[src/rtl/reg_wb_queue_pkg.sv]
// Shared types and constants for the register-bank writeback queue.
// Register indices, data width and the queued writeback entry layout.
package reg_wb_queue_pkg;
  localparam int REG_W  = 5;
  localparam int DATA_W = 32;
  localparam int NREGS  = 17;

  localparam logic [REG_W-1:0] REG_ZERO = 5'd0;
  localparam logic [REG_W-1:0] REG_RET  = 5'd16;

  typedef struct packed {
    logic [REG_W-1:0]  dest;
    logic [DATA_W-1:0] data;
  } wb_entry_t;

  // R0 is hardwired and anything at or beyond nregs does not exist.
  function automatic logic dest_writable(logic [REG_W-1:0] d, int nregs);
    return (d != REG_ZERO) && (32'(d) < nregs);
  endfunction
endpackage

[src/rtl/reg_wb_queue_if.sv]
// Writeback request, bank write port and decode scoreboard signals of reg_wb_queue.
// master = producer/decode side, slave = the queue itself.
interface reg_wb_queue_if;
  import reg_wb_queue_pkg::*;

  logic              mem_valid;
  logic              mem_ready;
  logic [REG_W-1:0]  mem_dest;
  logic [DATA_W-1:0] mem_data;
  logic              alu_valid;
  logic              alu_ready;
  logic [REG_W-1:0]  alu_dest;
  logic [DATA_W-1:0] alu_data;
  logic              wrReg;
  logic [REG_W-1:0]  destReg;
  logic [DATA_W-1:0] wrData;
  logic [REG_W-1:0]  rs;
  logic [REG_W-1:0]  rt;
  logic              busy_rs;
  logic              busy_rt;
  logic              empty;
  logic              err;

  modport master (
    output mem_valid, mem_dest, mem_data, alu_valid, alu_dest, alu_data, rs, rt,
    input  mem_ready, alu_ready, wrReg, destReg, wrData, busy_rs, busy_rt, empty, err
  );

  modport slave (
    input  mem_valid, mem_dest, mem_data, alu_valid, alu_dest, alu_data, rs, rt,
    output mem_ready, alu_ready, wrReg, destReg, wrData, busy_rs, busy_rt, empty, err
  );
endinterface

[src/rtl/reg_wb_queue_wb_fifo.sv]
// Circular buffer taking up to two pushes and one pop per cycle.
// When both pushes fire, push0 lands first (older) and push1 right behind it.
module wb_fifo
  import reg_wb_queue_pkg::*;
#(
  parameter int DEPTH = 4,
  localparam int PW = $clog2(DEPTH),
  localparam int CW = $clog2(DEPTH + 1)
) (
  input  logic          clk,
  input  logic          rst,
  input  logic          push0,
  input  wb_entry_t     push0_entry,
  input  logic          push1,
  input  wb_entry_t     push1_entry,
  input  logic          pop,
  output wb_entry_t     head,
  output logic [CW-1:0] count,
  output logic          empty
);
  wb_entry_t     mem [DEPTH];
  logic [PW-1:0] head_reg;
  logic [PW-1:0] tail_reg;
  logic [CW-1:0] count_reg;
  logic [PW-1:0] tail_plus1;
  logic [CW-1:0] push_n;
  logic          pop_eff;

  assign tail_plus1 = tail_reg + PW'(1);
  assign push_n     = CW'(push0) + CW'(push1);
  assign pop_eff    = pop & (count_reg != '0);

  // Storage carries no reset; only valid slots are ever read.
  always_ff @(posedge clk) begin
    if (push0) mem[tail_reg] <= push0_entry;
    if (push1) mem[push0 ? tail_plus1 : tail_reg] <= push1_entry;
  end

  always_ff @(posedge clk) begin
    if (rst) begin
      head_reg  <= '0;
      tail_reg  <= '0;
      count_reg <= '0;
    end else begin
      head_reg  <= head_reg + PW'(pop_eff);
      tail_reg  <= tail_reg + PW'(push_n);
      count_reg <= count_reg + push_n - CW'(pop_eff);
    end
  end

  assign head  = mem[head_reg];
  assign count = count_reg;
  assign empty = (count_reg == '0);
endmodule

[src/rtl/reg_wb_queue.sv]
// Writeback queue in front of the register bank: merges mem/ALU writebacks, drains one
// per cycle, and tracks per-register pending writes so decode can stall on rs/rt.
module reg_wb_queue #(
  parameter int DEPTH = 4,
  parameter int NREGS = 17
) (
  input logic          clk,
  input logic          rst,
  reg_wb_queue_if.slave wb
);
  import reg_wb_queue_pkg::*;

  localparam int CW = $clog2(DEPTH + 1);

  logic [CW-1:0] count;
  logic [CW-1:0] free;
  logic          empty;
  wb_entry_t     head;
  wb_entry_t     mem_entry;
  wb_entry_t     alu_entry;
  logic          mem_acc, alu_acc;
  logic          mem_keep, alu_keep;
  logic          bad_dest;
  logic          pop;
  logic          err_reg;
  logic [2**REG_W-1:0] pend_nz;

  // Ready uses registered occupancy only, so a same-cycle pop never frees a slot.
  assign free         = CW'(DEPTH) - count;
  assign wb.mem_ready = (free != '0);
  assign wb.alu_ready = (free >= CW'(2)) | ((free != '0) & ~wb.mem_valid);

  assign mem_acc  = wb.mem_valid & wb.mem_ready;
  assign alu_acc  = wb.alu_valid & wb.alu_ready;
  assign mem_keep = mem_acc & dest_writable(wb.mem_dest, NREGS);
  assign alu_keep = alu_acc & dest_writable(wb.alu_dest, NREGS);
  assign bad_dest = (mem_acc & (32'(wb.mem_dest) >= NREGS)) |
                    (alu_acc & (32'(wb.alu_dest) >= NREGS));

  assign mem_entry = '{dest: wb.mem_dest, data: wb.mem_data};
  assign alu_entry = '{dest: wb.alu_dest, data: wb.alu_data};
  assign pop       = ~empty;

  wb_fifo #(.DEPTH(DEPTH)) u_fifo (
    .clk         (clk),
    .rst         (rst),
    .push0       (mem_keep),
    .push0_entry (mem_entry),
    .push1       (alu_keep),
    .push1_entry (alu_entry),
    .pop         (pop),
    .head        (head),
    .count       (count),
    .empty       (empty)
  );

  assign wb.wrReg   = ~empty;
  assign wb.destReg = empty ? '0 : head.dest;
  assign wb.wrData  = empty ? '0 : head.data;
  assign wb.empty   = empty;

  always_ff @(posedge clk) begin
    if (rst) err_reg <= 1'b0;
    else if (bad_dest) err_reg <= 1'b1;
  end
  assign wb.err = err_reg;

  // One pending counter per architectural register; enqueue and pop of the same reg cancel.
  for (genvar gi = 0; gi < NREGS; gi++) begin : g_pend
    logic [CW-1:0] pending_reg;
    logic          inc_mem, inc_alu, dec;

    assign inc_mem = mem_keep & (wb.mem_dest == REG_W'(gi));
    assign inc_alu = alu_keep & (wb.alu_dest == REG_W'(gi));
    assign dec     = pop & (head.dest == REG_W'(gi));

    always_ff @(posedge clk) begin
      if (rst) pending_reg <= '0;
      else pending_reg <= pending_reg + CW'(inc_mem) + CW'(inc_alu) - CW'(dec);
    end

    assign pend_nz[gi] = (pending_reg != '0);
  end

  // Indices that name no register read as never busy.
  for (genvar gi = NREGS; gi < 2**REG_W; gi++) begin : g_pend_pad
    assign pend_nz[gi] = 1'b0;
  end

  assign wb.busy_rs = (wb.rs != REG_ZERO) & pend_nz[wb.rs];
  assign wb.busy_rt = (wb.rt != REG_ZERO) & pend_nz[wb.rt];
endmodule
[src/flat_wrapper.sv]
// flat-port wrapper written by rule: the top's interface ports become plain ports
module reg_wb_queue_flat import reg_wb_queue_pkg::*;
#(
  parameter int DEPTH = 4,
  parameter int NREGS = 17
)
  (clk, rst, wb_mem_valid, wb_mem_dest, wb_mem_data, wb_alu_valid, wb_alu_dest, wb_alu_data, wb_rs, wb_rt, wb_mem_ready, wb_alu_ready, wb_wrReg, wb_destReg, wb_wrData, wb_busy_rs, wb_busy_rt, wb_empty, wb_err);
  reg_wb_queue_if wb_i ();
  input logic clk;
  input logic rst;
  input wire logic [$bits(wb_i.mem_valid)-1:0] wb_mem_valid;
  input wire logic [$bits(wb_i.mem_dest)-1:0] wb_mem_dest;
  input wire logic [$bits(wb_i.mem_data)-1:0] wb_mem_data;
  input wire logic [$bits(wb_i.alu_valid)-1:0] wb_alu_valid;
  input wire logic [$bits(wb_i.alu_dest)-1:0] wb_alu_dest;
  input wire logic [$bits(wb_i.alu_data)-1:0] wb_alu_data;
  input wire logic [$bits(wb_i.rs)-1:0] wb_rs;
  input wire logic [$bits(wb_i.rt)-1:0] wb_rt;
  output wire logic [$bits(wb_i.mem_ready)-1:0] wb_mem_ready;
  output wire logic [$bits(wb_i.alu_ready)-1:0] wb_alu_ready;
  output wire logic [$bits(wb_i.wrReg)-1:0] wb_wrReg;
  output wire logic [$bits(wb_i.destReg)-1:0] wb_destReg;
  output wire logic [$bits(wb_i.wrData)-1:0] wb_wrData;
  output wire logic [$bits(wb_i.busy_rs)-1:0] wb_busy_rs;
  output wire logic [$bits(wb_i.busy_rt)-1:0] wb_busy_rt;
  output wire logic [$bits(wb_i.empty)-1:0] wb_empty;
  output wire logic [$bits(wb_i.err)-1:0] wb_err;
  assign wb_i.mem_valid = wb_mem_valid;
  assign wb_i.mem_dest = wb_mem_dest;
  assign wb_i.mem_data = wb_mem_data;
  assign wb_i.alu_valid = wb_alu_valid;
  assign wb_i.alu_dest = wb_alu_dest;
  assign wb_i.alu_data = wb_alu_data;
  assign wb_i.rs = wb_rs;
  assign wb_i.rt = wb_rt;
  assign wb_mem_ready = wb_i.mem_ready;
  assign wb_alu_ready = wb_i.alu_ready;
  assign wb_wrReg = wb_i.wrReg;
  assign wb_destReg = wb_i.destReg;
  assign wb_wrData = wb_i.wrData;
  assign wb_busy_rs = wb_i.busy_rs;
  assign wb_busy_rt = wb_i.busy_rt;
  assign wb_empty = wb_i.empty;
  assign wb_err = wb_i.err;
  reg_wb_queue #(.DEPTH(DEPTH), .NREGS(NREGS)) u_core (.clk(clk), .rst(rst), .wb(wb_i));
endmodule
[config.mk]
export PLATFORM = sky130hd
export DESIGN_NAME = reg_wb_queue_flat
export DESIGN_NICKNAME = d
export VERILOG_FILES = /design/src/rtl/reg_wb_queue_pkg.sv /design/src/rtl/reg_wb_queue_if.sv /design/src/rtl/reg_wb_queue_wb_fifo.sv /design/src/rtl/reg_wb_queue.sv /design/src/flat_wrapper.sv
export SDC_FILE = /design/constraint.sdc
export NUM_CORES = 1
export LEC_CHECK = 0
export ABC_CLOCK_PERIOD_IN_PS = 10300
export CORE_MARGIN = 2
export CORE_UTILIZATION = 30
export DETAILED_ROUTE_END_ITERATION = 10
export PLACE_DENSITY = 0.44
export SYNTH_ARGS = -nofsm -noshare
export SYNTH_HDL_FRONTEND = slang
export SYNTH_SLANG_ARGS = --single-unit
[constraint.sdc]
create_clock -name clk -period 10.3 [get_ports clk]
set_input_delay 2.06 -clock clk [delete_from_list [all_inputs] [get_ports clk]]
set_output_delay 2.06 -clock clk [all_outputs]
set_load 0.005 [all_outputs]
==> metrics.md, run 1 <==
| Metric | Value |
|---|---|
| Overall power | `approximately 3.6 mW` |
| Setup crit end kind | `output pin` |
| Antenna Cells | `0` |
| Nets | `approximately 1200` |
| Port Buf Inserts | `131` |
| Initial antenna violation count | `1` |
| Slew HR | `13.19%` |
| Worst-Margin Slew | `1284 ps` |
| Setup TNS | `0 ps` |
| Clock buffer depth | `3` |
| Commonest non-fill, non-tap cells in the layout | `edfxtp_1 (148), clkdlybuf4s50_1 (130), inv_1 (85)` |
| Dpl hpwl | `20.43 mm` |
| Hold Violations, Final | `0` |
| Pwr dens | `244.6 nW/um2` |
| DRC | `0` |
| Tcrit/Tclk final | `~60%` |
| Worst Hold Depth | `2` |
| Total routing usage reported by global routing | `14.86%` |
| RSZ-0062 raised after global routing | `no` |
| Grt ovf | `0` |
| Crit path cell chain | `clkdlybuf4s50_1, inv_1, nor2_1, a2111o_1, o211a_1, a211oi_1, clkdlybuf4s50_1` |
| Fillers | `3834` |
| Worst R2R Setup Slack | `around 6300 ps` |
| Synth unique cells | `57` |
| Die area | `slightly above 40000 um2` |
| CORE AREA | `39550 um2` |
| Top cell by count, worst path | `clkdlybuf4s50_1` |
| FF+latch count, synth | `207` |
| Delay of the slowest critical-path stage | `650 ps` |
| Critical Path Stages | `7` |
| Dominant delay contributor by cell family on the critical path | `buffers and inverters` |
| Dominant cells by area after synthesis | `edfxtp_1 (37%), dfxtp_1 (9.9%), mux2_4 (7.5%)` |
| Vias | `about 7300` |
| Footprint of the multi-input gates | `5823 um2` |
| Outcome | `completed` |
| CTS H-tree depth | `1` |
| Die X-Extent | `203.6 um` |
| CP bufs+invs | `3` |
| YS warnings | `0` |
| Placer congestion estimate | `0.7644` |
| Cell area after synthesis | `approximately 12000 um2` |
| Row count | `73` |
| Root Buffer | `clkbuf_16` |
| 1st-pass router iterations | `4` |
| Required time worst endpoint | `slightly above 8000 ps` |
| Pin count of the biggest net entering global routing | `60` |
| Clock skew | `14.40 ps` |
| Height of the chip | `203.6 um` |
| Num CTS Buffers | `26` |
| Slew Limit Fails | `0` |
| CP Launch Type | `input port` |
| Max Freq | `around 0.16 GHz` |
| Max reg flops | `148` |
| CTS hold repair buffers | `0` |
| CTS tree | `yes` |
| EDFF count, synth | `148` |
| Wire per inst | `a little under 20 um` |
| Kind of critical path | `in -> out` |
| Via count of the first global-routing pass | `7778` |
| CTS Sinks | `207` |
| Crit path max fanout | `14` |
| Worst reg-to-reg path cell count | `7` |
| Area grow syn2layout | `22.74%` |
| Largest area contributor in the netlist | `edfxtp_1` |
| CTS resizes | `0` |
| FF+latch area | `5628 um2` |
| Setup violators final | `0` |
| Drt total wl | `30.47 mm` |
| Minimum clock period | `6295 ps` |
| I/O Pins | `132` |
| Iter 0 DRT Violations | `362` |
| Synth top area share | `37.18%` |
| Register area share after synthesis | `47.06%` |
| CP max stage cell | `clkdlybuf4s50_1` |
| Max_cap viols | `0` |
| Synth async-reset ratio | `0%` |
| Grt met2 use | `26.38%` |
| VDD IR max | `0.1221 mV` |
| Commonest non-fill, non-tap cell in the layout | `edfxtp_1` |
| Post-CTS Setup Repair Bufs | `0` |
| First-pass GRT wire length | `46.62 mm` |
| Met1 usage | `roughly a fifth` |
| Cells after Synth | `between 900 and 1000` |
| Share of layout cells above drive strength 1 | `a little under a quarter` |
| Starting Density | `a little under a third` |
| P_leak | `5.146 nW` |
| Clock Latency Late Sink | `~540 ps` |
| Syn_area_per_cell | `13.25 um2` |
| Hold Path Class | `reg -> reg` |
| Grt peak-use layer | `met2` |
| Clk slew on worst S/H paths | `roughly 60 ps` |
| Vias per std cell | `4.633` |
| Post-DRT Antenna Nets | `0` |
| Arr. time, crit path | `~4200 ps` |
| Met3 Resource Use GR | `2.717%` |
| Ys flop type | `edfxtp_1` |
## cell usage after synthesis, types with 2 or more instances
cell,n
a2111oi_0,4
a211oi_1,4
a211oi_2,2
a21oi_1,9
a31oi_1,7
and2_1,39
and3_1,2
buf_2,5
buf_4,5
buf_6,10
clkbuf_1,24
clkinv_1,2
dfxtp_1,59
edfxtp_1,148
fa_1,35
ha_1,31
inv_1,85
mux2_1,19
mux2_2,70
mux2_4,60
mux4_2,38
nand2_1,33
nand2b_1,2
nand3_1,13
nand3b_1,2
nor2_1,66
nor2b_1,25
nor3_1,10
nor4_1,16
nor4b_1,2
o211ai_1,3
o21ai_4,2
o32ai_1,4
or3_1,3
xnor2_1,40
xor2_1,2
## worst register-to-register path, stage by stage, from the launching register on
cell      delay, ps
dfxtp_1         670
clkinv_1        500
ha_1            480
inv_1           150
nor4_1          110
o21ai_4         890
buf_4           550
mux2_2          390
## where the power goes
part / internal [mW] / total [mW] / switching [mW]
clock: 0.531 / 0.894 / 0.363
sequential: 1.11 / 1.22 / 0.108
combinational: 0.755 / 1.48 / 0.722
## worst paths after layout
check	end	from
worst min-delay path	u_core.g_pend[13].pending_reg[2]$_SDFF_PP0_	u_core.g_pend[13].pending_reg[2]$_SDFF_PP0_
worst min register to register	u_core.g_pend[13].pending_reg[2]$_SDFF_PP0_	u_core.g_pend[13].pending_reg[2]$_SDFF_PP0_
worst max-delay path	wb_busy_rt	wb_rt[0]
worst max register to register	u_core.u_fifo.mem[3][36]$_DFFE_PP_	u_core.u_fifo.tail_reg[0]$_SDFF_PP0_
## cell type report
type,instances,area share [%]
Tap cell,525,4.478
Clock buffer,35,4.802
Inverter,87,2.226
Clock inverter,13,0.9211
Multi-Input combinational cell,564,39.69
Sequential cell,207,38.36
Timing Repair Buffer,143,9.518
## metrics by stage
| stage | std cells | utilization (%) | setup WS (ps) | hold WS, ps | area (um2) |
|---|---|---|---|---|---|
| 2_1_floorplan | 903 | - | 3914 | 485.0 | 11960 |
| 3_3_place_gp | 1526 | 34.97 | 4020 | 504.5 | 13830 |
| 3_5_place_dp | 1526 | 34.97 | 4009 | 523.8 | 13830 |
| 4_1_cts | 1574 | 37.09 | 3990 | 542.0 | 14670 |
| 5_1_grt | 1574 | 37.09 | 3745 | 564.2 | 14670 |
| 6_report | 1574 | 37.09 | 4005 | 532.9 | 14670 |
## cells by family (layout without fill, tap and decap cells)
group	Yosys count	count (layout)	synth area share [%]
simple gates	221	221	9.547
xor+xnor	42	42	3.078
fa+ha+maj	66	66	9.107
compound gates	45	45	3.025
flops	207	207	47.06
buf+inv	132	278	4.983
mux	188	188	23.17
other cells	1	2	0.03137
## layer usage
layer | vias up | wire, um
li1 | 3482 | -
met1 | 3649 | 13360
met2 | 117 | 15290
met3 | 42 | 1246
met4 | 2 | 561
met5 | - | 9
(Power assumes the default switching activity.)
==> run 2, diff against run 1 <==
Settings changed: ABC_CLOCK_PERIOD_IN_PS 10300 to 5270, PLACE_DENSITY 0.44 to 0.46.
Clock period 10.3 ns to 5.27 ns, I/O delays scaled along.
==> run 2 against run 1 <==
Net effect: worst hold slack lost 6.1 ps; flip-flop and latch count stayed put; global-route usage is essentially flat; design area is 0.69% higher; combinational power increased by 99%; sequential share of layout area shrank 0.26 points; total power grew 96%; critical path depth unchanged; first-iteration DRC count is 19% higher; worst setup slack worse by 3100 ps; cell count is 0.51% higher; core utilization grew 0.26 points; critical path type unchanged; largest power group unchanged; highest routed layer unchanged.
==> metrics.md, run 2 (synthesized netlist as in run 1, its figures left out) <==
| Metric | Value |
|---|---|
| Worst reg-to-reg path cell count | `16 (+9)` |
| Max reg flops | `148 (unchanged)` |
| DRC | `0 (unchanged)` |
| Area grow syn2layout | `23.58%` |
| Top cell by count, worst path | `clkdlybuf4s50_1` |
| Vias | `7294 (+0.027%)` |
| Die X-Extent | `203.6 um (unchanged)` |
| Dpl hpwl | `19.94 mm (-2.4%)` |
| Dpl ws | `701.5 ps (-3307 ps)` |
| Hold Path Class | `reg -> reg` |
| First-pass GRT wire length | `46.96 mm (+0.72%)` |
| Crit path max fanout | `14 (unchanged)` |
| Clock skew | `21.40 ps (+7.008 ps)` |
| Row count | `73 (unchanged)` |
| Iter 0 DRT Violations | `432 (+19%)` |
| CTS tree | `yes` |
| Post-DRT Antenna Nets | `0 (unchanged)` |
| Kind of critical path | `in -> out` |
| Critical Path Stages | `7 (unchanged)` |
| Max Freq | `around 0.23 GHz` |
| Crit path cell chain | `clkdlybuf4s50_1, inv_1, nor2_1, a2111o_1, o211a_1, a211oi_1, clkdlybuf4s50_1` |
| Placer congestion estimate | `0.7773 (+1.7%)` |
| Grt ovf | `0 (unchanged)` |
| Max_cap viols | `0 (unchanged)` |
| Commonest non-fill, non-tap cell in the layout | `edfxtp_1` |
| Setup TNS | `0 ps (unchanged)` |
| Post-CTS Setup Repair Bufs | `0 (unchanged)` |
| Setup violators final | `0 (unchanged)` |
| Via count of the first global-routing pass | `7719 (-0.76%)` |
| Outcome | `completed` |
| CTS resizes | `0 (unchanged)` |
| Height of the chip | `203.6 um (unchanged)` |
| Die area | `41460 um2 (unchanged)` |
| CP Launch Type | `input port` |
| CP bufs+invs | `3 (unchanged)` |
| Nets | `1192 (+0.76%)` |
| Clk slew on worst S/H paths | `60 ps (about the same)` |
| CTS H-tree depth | `1 (unchanged)` |
| RSZ-0062 raised after global routing | `no` |
| I/O Pins | `132 (unchanged)` |
| Worst Hold Depth | `2 (unchanged)` |
| Setup crit end kind | `output pin` |
| Pwr dens | `475.3 nW/um2 (+94%)` |
| Total routing usage reported by global routing | `14.89% (+0.026 points)` |
| Worst-Margin Slew | `904.4 ps (-379.7 ps)` |
| Arr. time, crit path | `3300 ps (-940 ps)` |
| Tcrit/Tclk final | `82.54%` |
| Clock buffer depth | `3 (unchanged)` |
| CTS hold repair buffers | `0 (unchanged)` |
| Vias per std cell | `4.611 (-0.48%)` |
| Delay of the slowest critical-path stage | `660 ps (about the same)` |
| Initial antenna violation count | `2 (+1)` |
| Wire per inst | `19.20 um (-0.81%)` |
| Slew HR | `38.86% (+26 points)` |
| CTS Sinks | `207 (unchanged)` |
| Fillers | `3825 (-0.23%)` |
| Drt total wl | `30.38 mm (-0.31%)` |
| Starting Density | `30.22% (unchanged)` |
| Clock Latency Late Sink | `530 ps (about the same)` |
| P_leak | `5.204 nW (+1.1%)` |
| Required time worst endpoint | `4220 ps (-4020 ps)` |
| Port Buf Inserts | `131 (unchanged)` |
| Num CTS Buffers | `25 (-3.8%)` |
| Share of layout cells above drive strength 1 | `22.99% (+0.30 points)` |
| CORE AREA | `39550 um2 (unchanged)` |
| Dominant delay contributor by cell family on the critical path | `buffers and inverters` |
| CP max stage cell | `clkdlybuf4s50_1` |
| Overall power | `7.021 mW (+96%)` |
| Hold Violations, Final | `0 (unchanged)` |
| Root Buffer | `clkbuf_16` |
| Slew Limit Fails | `0 (unchanged)` |
| Commonest non-fill, non-tap cells in the layout | `edfxtp_1 (148), clkdlybuf4s50_1 (130), inv_1 (85)` |
| VDD IR max | `0.2147 mV (+76%)` |
| Pin count of the biggest net entering global routing | `60 (unchanged)` |
| Minimum clock period | `about 4400 ps` |
| 1st-pass router iterations | `4 (unchanged)` |
| Antenna Cells | `0 (unchanged)` |
| Final worst slack | `919.9 ps (-3085 ps)` |
[run 2: changes by cell type in the layout (fill, tap and decap cells not counted)]
cell / change
buf_12: +5
buf_4: +5
clkbuf_1: +5
clkinvlp_4: -3
clkinv_1: -2
bufinv_16: +1
clkbuf_16: -1
clkbuf_8: -1
clkinv_8: -1
[run 2: final cells by class]
class / count / area (um2) / area share, %
sequential: 207 / 5628 / 38.10
timing repair buffer: 153 / 1534 / 10.38
clock buffer: 38 / 684.4 / 4.633
inverter: 87 / 326.6 / 2.211
clock inverter: 8 / 118.9 / 0.8047
multi-input combinational: 564 / 5823 / 39.42
tap: 525 / 656.9 / 4.447
[run 2: final timing paths]
kind	from	to	slack [ps]
max	wb_rt[0]	wb_busy_rt	920
min	u_core.g_pend[14].pending_reg[2]$_SDFF_PP0_	u_core.g_pend[14].pending_reg[2]$_SDFF_PP0_	530
max reg2reg	u_core.u_fifo.count[0]$_SDFF_PP0_	u_core.u_fifo.count[2]$_SDFF_PP0_	1620
min reg2reg	u_core.g_pend[14].pending_reg[2]$_SDFF_PP0_	u_core.g_pend[14].pending_reg[2]$_SDFF_PP0_	530
[run 2: per-layer routing]
| metal | vias up | GRT usage [%] | share of wire (%) |
|---|---|---|---|
| met3 | 36 | 2.461 | 4.4 |
| met1 | 3612 | 20.19 | 46 |
| met2 | 145 | 24.88 | 48 |
| met5 | - | 0 | 0.082 |
| li1 | 3497 | - | - |
| met4 | 4 | 3.519 | 1.7 |
[run 2: tightest hold or removal path, cell delays in order (launching register included)]
cell and delay, ps:
dfxtp_1 350, xnor2_1 80, nor2_1 70
[run 2: power by group]
group	switching (mW)	internal (mW)
combinational	1.42	1.52
clock	0.679	1.04
sequential	0.202	2.16
[run 2: per-stage QoR]
| step | cells | utilization (%) | area [um2] | hold WS (ps) |
|---|---|---|---|---|
| detailed placement | 1536 | 35.32 | 13970 | 520.3 |
| finish | 1582 | 37.35 | 14770 | 526.8 |
| CTS | 1582 | 37.35 | 14770 | 533.8 |
| global route | 1582 | 37.35 | 14770 | 553.9 |
| global placement | 1536 | 35.32 | 13970 | 499.4 |
| floorplan | 903 | - | 11960 | 485.0 |
